==> src/rtl/memory_pkg.sv <==
// Shared L1 data-cache types: associativity, way vectors and miss-controller states.
package memory_pkg;

  localparam int DCACHE_L1_ASSOCIATIVITY = 4;

  typedef logic [DCACHE_L1_ASSOCIATIVITY-1:0] repl_vec_t;
  typedef logic [DCACHE_L1_ASSOCIATIVITY-1:0] valid_vec_t;

  typedef enum logic [2:0] {
    DC_IDLE        = 3'd0,
    DC_COMPARE     = 3'd1,
    DC_WRITEBACK   = 3'd2,
    DC_REFILL_REQ  = 3'd3,
    DC_REFILL_WAIT = 3'd4,
    DC_UPDATE      = 3'd5,
    DC_RESPOND     = 3'd6
  } dcache_ctrl_state_t;

endpackage

==> src/rtl/d1_miss_ctrl_victim_sel.sv <==
// d1_victim_sel: round-robin pointer plus invalid-first victim picker; holds the
// chosen victim from the compare cycle until the controller returns to idle.
module d1_victim_sel
  import memory_pkg::*;
#(
  parameter int N_WAY = DCACHE_L1_ASSOCIATIVITY
) (
  input  logic             clk_i,
  input  logic             rst_i,
  input  logic             compare_i,
  input  logic             idle_i,
  input  logic             advance_i,
  input  logic [N_WAY-1:0] valid_vec_i,
  output logic [N_WAY-1:0] replace_vec_o
);

  localparam logic [N_WAY-1:0] WAY0 = {{(N_WAY-1){1'b0}}, 1'b1};

  logic [N_WAY-1:0] r_rr;
  logic [N_WAY-1:0] r_victim;
  logic [N_WAY-1:0] w_pick;

  // Descending scan so the lowest-index invalid way wins; RR pointer if all valid.
  always_comb begin
    w_pick = r_rr;
    for (int i = N_WAY - 1; i >= 0; i--) begin
      if (!valid_vec_i[i]) begin
        w_pick = WAY0 << i;
      end else begin
        w_pick = w_pick;
      end
    end
  end

  always_comb begin
    if (compare_i) begin
      replace_vec_o = w_pick;
    end else if (idle_i) begin
      replace_vec_o = r_rr;
    end else begin
      replace_vec_o = r_victim;
    end
  end

  always_ff @(posedge clk_i) begin
    if (rst_i) begin
      r_rr     <= WAY0;
      r_victim <= '0;
    end else begin
      if (compare_i) begin
        r_victim <= w_pick;
      end
      if (advance_i) begin
        r_rr <= {r_rr[N_WAY-2:0], r_rr[N_WAY-1]};
      end
    end
  end

endmodule

==> src/rtl/d1_miss_ctrl.sv <==
// L1 D-cache lookup/miss sequencer: compare, victim writeback, refill, response.
// Optional perf counters enabled by defining D1_MISS_CTRL_PERF_CNT_EN.
module d1_miss_ctrl
  import memory_pkg::*;
#(
  parameter int N_WAY = DCACHE_L1_ASSOCIATIVITY,
  parameter int CNT_W = 32
) (
  input  logic             clk_i,
  input  logic             rst_i,
  input  logic             req_valid_i,
  output logic             req_ready_o,
  input  logic             req_we_i,
  output logic             lookup_en_o,
  input  logic             hit_i,
  input  logic             dirty_i,
  input  logic [N_WAY-1:0] valid_vec_i,
  output logic [N_WAY-1:0] replace_vec_o,
  output logic             wb_valid_o,
  input  logic             wb_ready_i,
  output logic             refill_valid_o,
  input  logic             refill_ready_i,
  input  logic             refill_resp_valid_i,
  output logic             line_we_o,
  output logic             dirty_set_o,
  output logic             resp_valid_o,
  input  logic             resp_ready_i,
  output logic             resp_hit_o,
  output logic [CNT_W-1:0] hit_cnt_o,
  output logic [CNT_W-1:0] miss_cnt_o,
  output logic [CNT_W-1:0] wb_cnt_o
);

  dcache_ctrl_state_t r_state;
  dcache_ctrl_state_t w_next;
  logic               r_we;
  logic               r_resp_hit;
  logic               w_idle;
  logic               w_compare;
  logic               w_update;

  assign w_idle    = (r_state == DC_IDLE);
  assign w_compare = (r_state == DC_COMPARE);
  assign w_update  = (r_state == DC_UPDATE);

  // Next-state logic; L2/core inputs outside their own state are ignored.
  always_comb begin
    w_next = r_state;
    case (r_state)
      DC_IDLE:        w_next = req_valid_i ? DC_COMPARE : DC_IDLE;
      DC_COMPARE: begin
        if (hit_i) begin
          w_next = DC_RESPOND;
        end else if (dirty_i) begin
          w_next = DC_WRITEBACK;
        end else begin
          w_next = DC_REFILL_REQ;
        end
      end
      DC_WRITEBACK:   w_next = wb_ready_i ? DC_REFILL_REQ : DC_WRITEBACK;
      DC_REFILL_REQ:  w_next = refill_ready_i ? DC_REFILL_WAIT : DC_REFILL_REQ;
      DC_REFILL_WAIT: w_next = refill_resp_valid_i ? DC_UPDATE : DC_REFILL_WAIT;
      DC_UPDATE:      w_next = DC_RESPOND;
      DC_RESPOND:     w_next = resp_ready_i ? DC_IDLE : DC_RESPOND;
      default:        w_next = DC_IDLE;
    endcase
  end

  always_ff @(posedge clk_i) begin
    if (rst_i) begin
      r_state    <= DC_IDLE;
      r_we       <= 1'b0;
      r_resp_hit <= 1'b0;
    end else begin
      r_state <= w_next;
      if (w_idle && req_valid_i) begin
        r_we <= req_we_i;
      end
      if (w_compare) begin
        r_resp_hit <= hit_i;
      end
    end
  end

  assign req_ready_o    = w_idle;
  assign lookup_en_o    = w_idle & req_valid_i;
  assign wb_valid_o     = (r_state == DC_WRITEBACK);
  assign refill_valid_o = (r_state == DC_REFILL_REQ);
  assign line_we_o      = w_update;
  assign dirty_set_o    = r_we & ((w_compare & hit_i) | w_update);
  assign resp_valid_o   = (r_state == DC_RESPOND);
  assign resp_hit_o     = r_resp_hit & resp_valid_o;

  d1_victim_sel #(
    .N_WAY (N_WAY)
  ) u_victim_sel (
    .clk_i         (clk_i),
    .rst_i         (rst_i),
    .compare_i     (w_compare),
    .idle_i        (w_idle),
    .advance_i     (w_update),
    .valid_vec_i   (valid_vec_i),
    .replace_vec_o (replace_vec_o)
  );

`ifdef D1_MISS_CTRL_PERF_CNT_EN
  localparam logic [CNT_W-1:0] CNT_ONE = {{(CNT_W-1){1'b0}}, 1'b1};

  logic [CNT_W-1:0] r_hit_cnt;
  logic [CNT_W-1:0] r_miss_cnt;
  logic [CNT_W-1:0] r_wb_cnt;

  // Free-running counters; natural wrap at 2^CNT_W.
  always_ff @(posedge clk_i) begin
    if (rst_i) begin
      r_hit_cnt  <= '0;
      r_miss_cnt <= '0;
      r_wb_cnt   <= '0;
    end else begin
      if (w_compare && hit_i) begin
        r_hit_cnt <= r_hit_cnt + CNT_ONE;
      end
      if (w_compare && !hit_i) begin
        r_miss_cnt <= r_miss_cnt + CNT_ONE;
      end
      if (wb_valid_o && wb_ready_i) begin
        r_wb_cnt <= r_wb_cnt + CNT_ONE;
      end
    end
  end

  assign hit_cnt_o  = r_hit_cnt;
  assign miss_cnt_o = r_miss_cnt;
  assign wb_cnt_o   = r_wb_cnt;
`else
  assign hit_cnt_o  = '0;
  assign miss_cnt_o = '0;
  assign wb_cnt_o   = '0;
`endif

endmodule

==> config.mk <==
export PLATFORM = sky130hd
export DESIGN_NAME = d1_miss_ctrl
export DESIGN_NICKNAME = d
export VERILOG_FILES = /design/src/rtl/memory_pkg.sv /design/src/rtl/d1_miss_ctrl_victim_sel.sv /design/src/rtl/d1_miss_ctrl.sv
export SDC_FILE = /design/constraint.sdc
export NUM_CORES = 1
export LEC_CHECK = 0
export ABC_AREA = 1
export CAP_MARGIN = 10
export CORE_ASPECT_RATIO = 1.1
export CORE_MARGIN = 2
export CORE_UTILIZATION = 25
export DETAILED_ROUTE_END_ITERATION = 10
export PLACE_DENSITY = 0.65
export SLEW_MARGIN = 20
export SYNTH_ARGS = -nofsm -noshare
export SYNTH_HDL_FRONTEND = slang
export SYNTH_SLANG_ARGS = --single-unit
==> constraint.sdc <==
create_clock -name clk_i -period 2 [get_ports clk_i]
set_clock_uncertainty 0.1 [all_clocks]
set_input_delay 0.6 -clock clk_i [delete_from_list [all_inputs] [get_ports clk_i]]
set_output_delay 0.6 -clock clk_i [all_outputs]
set_load 0.01 [all_outputs]
==> results of run 1 <==
[cell usage after synthesis, types with 2 or more instances]
library cell / n
a21oi_1: 13
buf_4: 96
dfxtp_1: 13
inv_1: 14
inv_2: 3
nand2_1: 25
nand3_1: 9
nor2_1: 12
nor2_4: 2
o211ai_1: 3
o21ai_0: 9
[what timing repair did]
action,CTS,global route
pin swaps,11,8
cloned,0,0
resized for setup,53,25
endpoints found under the setup margin,12,11
setup buffers,14,6
endpoints found under the hold margin,0,0
[critical path, delay by kind of cell]
kind,cells,cell delay (ps)
buffers and inverters,3,430
and+or+nand+nor,3,220
AOI/OAI and AO/OA,1,120
[kinds of logic (layout without fill, tap and decap cells)]
family                 after synthesis  in the layout  share of synthesized area, %
buffers and inverters              116             85                          55.5
AND/OR/NAND/NOR                     52             52                          16.2
AO/OA/AOI/OAI                       27             27                          10.1
flip-flops                          13             13                          17.9
other                                1             96                         0.259
[cell type report]
type | instances | area, µm²
Fill cell | 638 | 3930
Multi-Input combinational cell | 175 | 801
Timing Repair Buffer | 64 | 493
Sequential cell | 13 | 265
Tap cell | 77 | 96.3
Inverter | 17 | 68.8
Clock buffer | 4 | 45.0
[placed cells by master (no fill, tap or decap), types with 2 or more instances in the layout]
master and instances:
conb_1 96, nand2_1 22, o211ai_1 3, clkdlybuf4s50_1 7, inv_2 2, a21oi_2 3
nand2_2 3, nor2_1 11, nand3_1 6, nor2_4 3, nand3_2 3, dfxtp_1 11
buf_4 35, a21oi_1 10, clkbuf_2 5, clkbuf_8 3, buf_6 4, dlygate4sd2_1 5
o21ai_2 2, o21ai_1 3, buf_2 7, inv_1 14, o21ai_0 6
[metal layers]
metal  vias to the layer above  wire length (µm)  part of all wire, %  track usage, %
met5                         -                 0                    0               0
met4                         0                 0                    0           0.496
met3                         0               345                   12            3.79
met2                        81              1400                   49            13.0
met1                       519              1100                   39            9.74
li1                        587                 -                    -               -
[stage by stage]
stage | util (%) | cell area [µm²] | TNS, ps
floorplan | - | 1810 | 0
global placement | 27.3 | 1560 | -4190
detailed placement | 27.3 | 1560 | -4220
CTS | 30.0 | 1710 | -322
global route | 31.1 | 1770 | -762
finish | 31.1 | 1770 | -237
[registers in the layout, indices dropped and copies added (netlist names)]
name,flops
r_we,1
u_victim_sel.r_rr,4
r_resp_hit,1
u_victim_sel.r_victim,4
r_state,3
[path summary, 6_finish.rpt]
kind                                 start                  endpoint  slack [ps]  cells after the start
setup reg to reg                r_state[0]  u_victim_sel.r_victim[2]         -30                     14
hold / removal    u_victim_sel.r_victim[1]  u_victim_sel.r_victim[1]         360                      2
setup / recovery            valid_vec_i[3]          replace_vec_o[2]         -60                      7
hold reg to reg   u_victim_sel.r_victim[1]  u_victim_sel.r_victim[1]         360                      2
[where the power goes]
group,switching [mW],internal [mW]
Combinational,0.448,0.375
Clock,0.0920,0.141
Sequential,0.0270,0.296
Total,0.567,0.812
==> summary.md, run 1 <==
| Metric | Value |
|---|---|
| DRC violations left | 0 |
| Critical Path RT | between 1000 and 1500 ps |
| Hold Slack | approximately 360 ps |
| Crit path cell chain | clkdlybuf4s15_2 > buf_6 > nand2_1 > a21oi_2 > nand2_1 > nand2_1 > buf_2 |
| DR WL/cell | 8.14 µm |
| Status | complete, but fails checks |
| Synth Flop Type | dfxtp_1 |
| Final setup margin | -64.7 ps |
| Power consumption | ~1.4 mW |
| CTS buffer count | 3 |
| Io pins | approximately 120 |
| Synth Register Bits | 13 |
| Final number of max-transition violations | 0 |
| Critical Path End Type | primary output |
| CTS Hold Bufs | 0 |
| Clock sink count | 13 |
| Setup Viol. Count Final | 5 |
| Via count | approximately 1200 |
| Largest net degree at the start of global routing | 10 |
| CTS Buffer Depth | 2 |
| Placer Congestion | between 0.8 and 0.9 |
| Fmax | slightly below 0.5 GHz |
| Register area share after synthesis | ~18% |
| Yosys Warn Count | 0 |
| Total track usage | 7.89% |
| Max stage delay on crit path | 200 ps |
| Nets@finish | around 290 |
| Cells after Synth | roughly 210 |
| FFs w/ async S/R, synth | 0% |
| Failing checks | setup timing |
| Place WS | -872 ps |
| Maximum vdd drop | 0.382 mV |
| CTS H-tree lvls | 1 |
| WP data arrival | 1360 ps |
| First-pass GRT wire length | approximately 4100 µm |
| Total die area | around 6400 µm² |
| Final Hold Vio Count | 0 |
| Detailed Route Iter0 Violations | 33 |
| Final std cells w/o fill | 350 |
| Crit Path Max Fanout | 3 |
| Avg Cell Area, Syn | about 6.9 µm² |
| Drt first pass iters | 4 |
| Via/cell ratio | ~3.4 |
| Number of port buffers | 25 |
| HP Class | reg -> reg |
| DP Cell Count | 326 |
| Clock-pin slew on the worst setup and hold paths | roughly 50 ps |
| Site row count | 29 |
| Routed Antenna Nets | 0 |
| Critical Path Start Type | primary input |
| Worst-Skew Late Latency | around 240 ps |
| Die Ht | between 80 and 90 µm |
| Mapped Area | between 1000 and 1500 µm² |
| Post-synth cell types | 21 |
| Cell Pwr Density | 780 nW/µm² |
| Leak Pwr | ~0.97 nW |
| Post-synth EDFFs | 0 |
| Initial Util | between 20 and 30% |
| TritonCTS clock tree | yes |
| Most used cell, CP | nand2_1 |
| Crit Path Class | in -> out |
| Placed wire-length estimate | around 2100 µm |
| Proportion of layout cells with a drive suffix above 1 | roughly 28% |
| Slowest CP cell | clkdlybuf4s15_2 |
| Yosys top cell area share | 49.7% |
| Core area | 5700 µm² |
| Total Wirelength | ~2800 µm |
| Initial antenna violation count | 0 |
| Final period util | 103% |
| RSZ-0062 raised after global routing | true |
| Root buffer cell | clkbuf_8 |
| Antenna cells | 0 |
| Minimum clock period | ~2100 ps |
| Area added between synthesis and finish | 22.0% |
| # Max-Cap Violations | 0 |
| Largest area contributor in the synthesized netlist | buf_4 |
| Vias in the first global route | just over 900 |
| Global route overflow | 0 |
| Die Span X | around 77 µm |
| Main area contributors after synthesis | buf_4, dfxtp_1, nand2_1, a21oi_1, inv_1 |
(Power assumes the default switching activity.)
==> run 2, diff against run 1 <==
ABC_CLOCK_PERIOD_IN_PS = 2000   (was not set)
==> results of run 2 <==
Same layout as run 1: the final DEF is identical, and so are final timing and power.
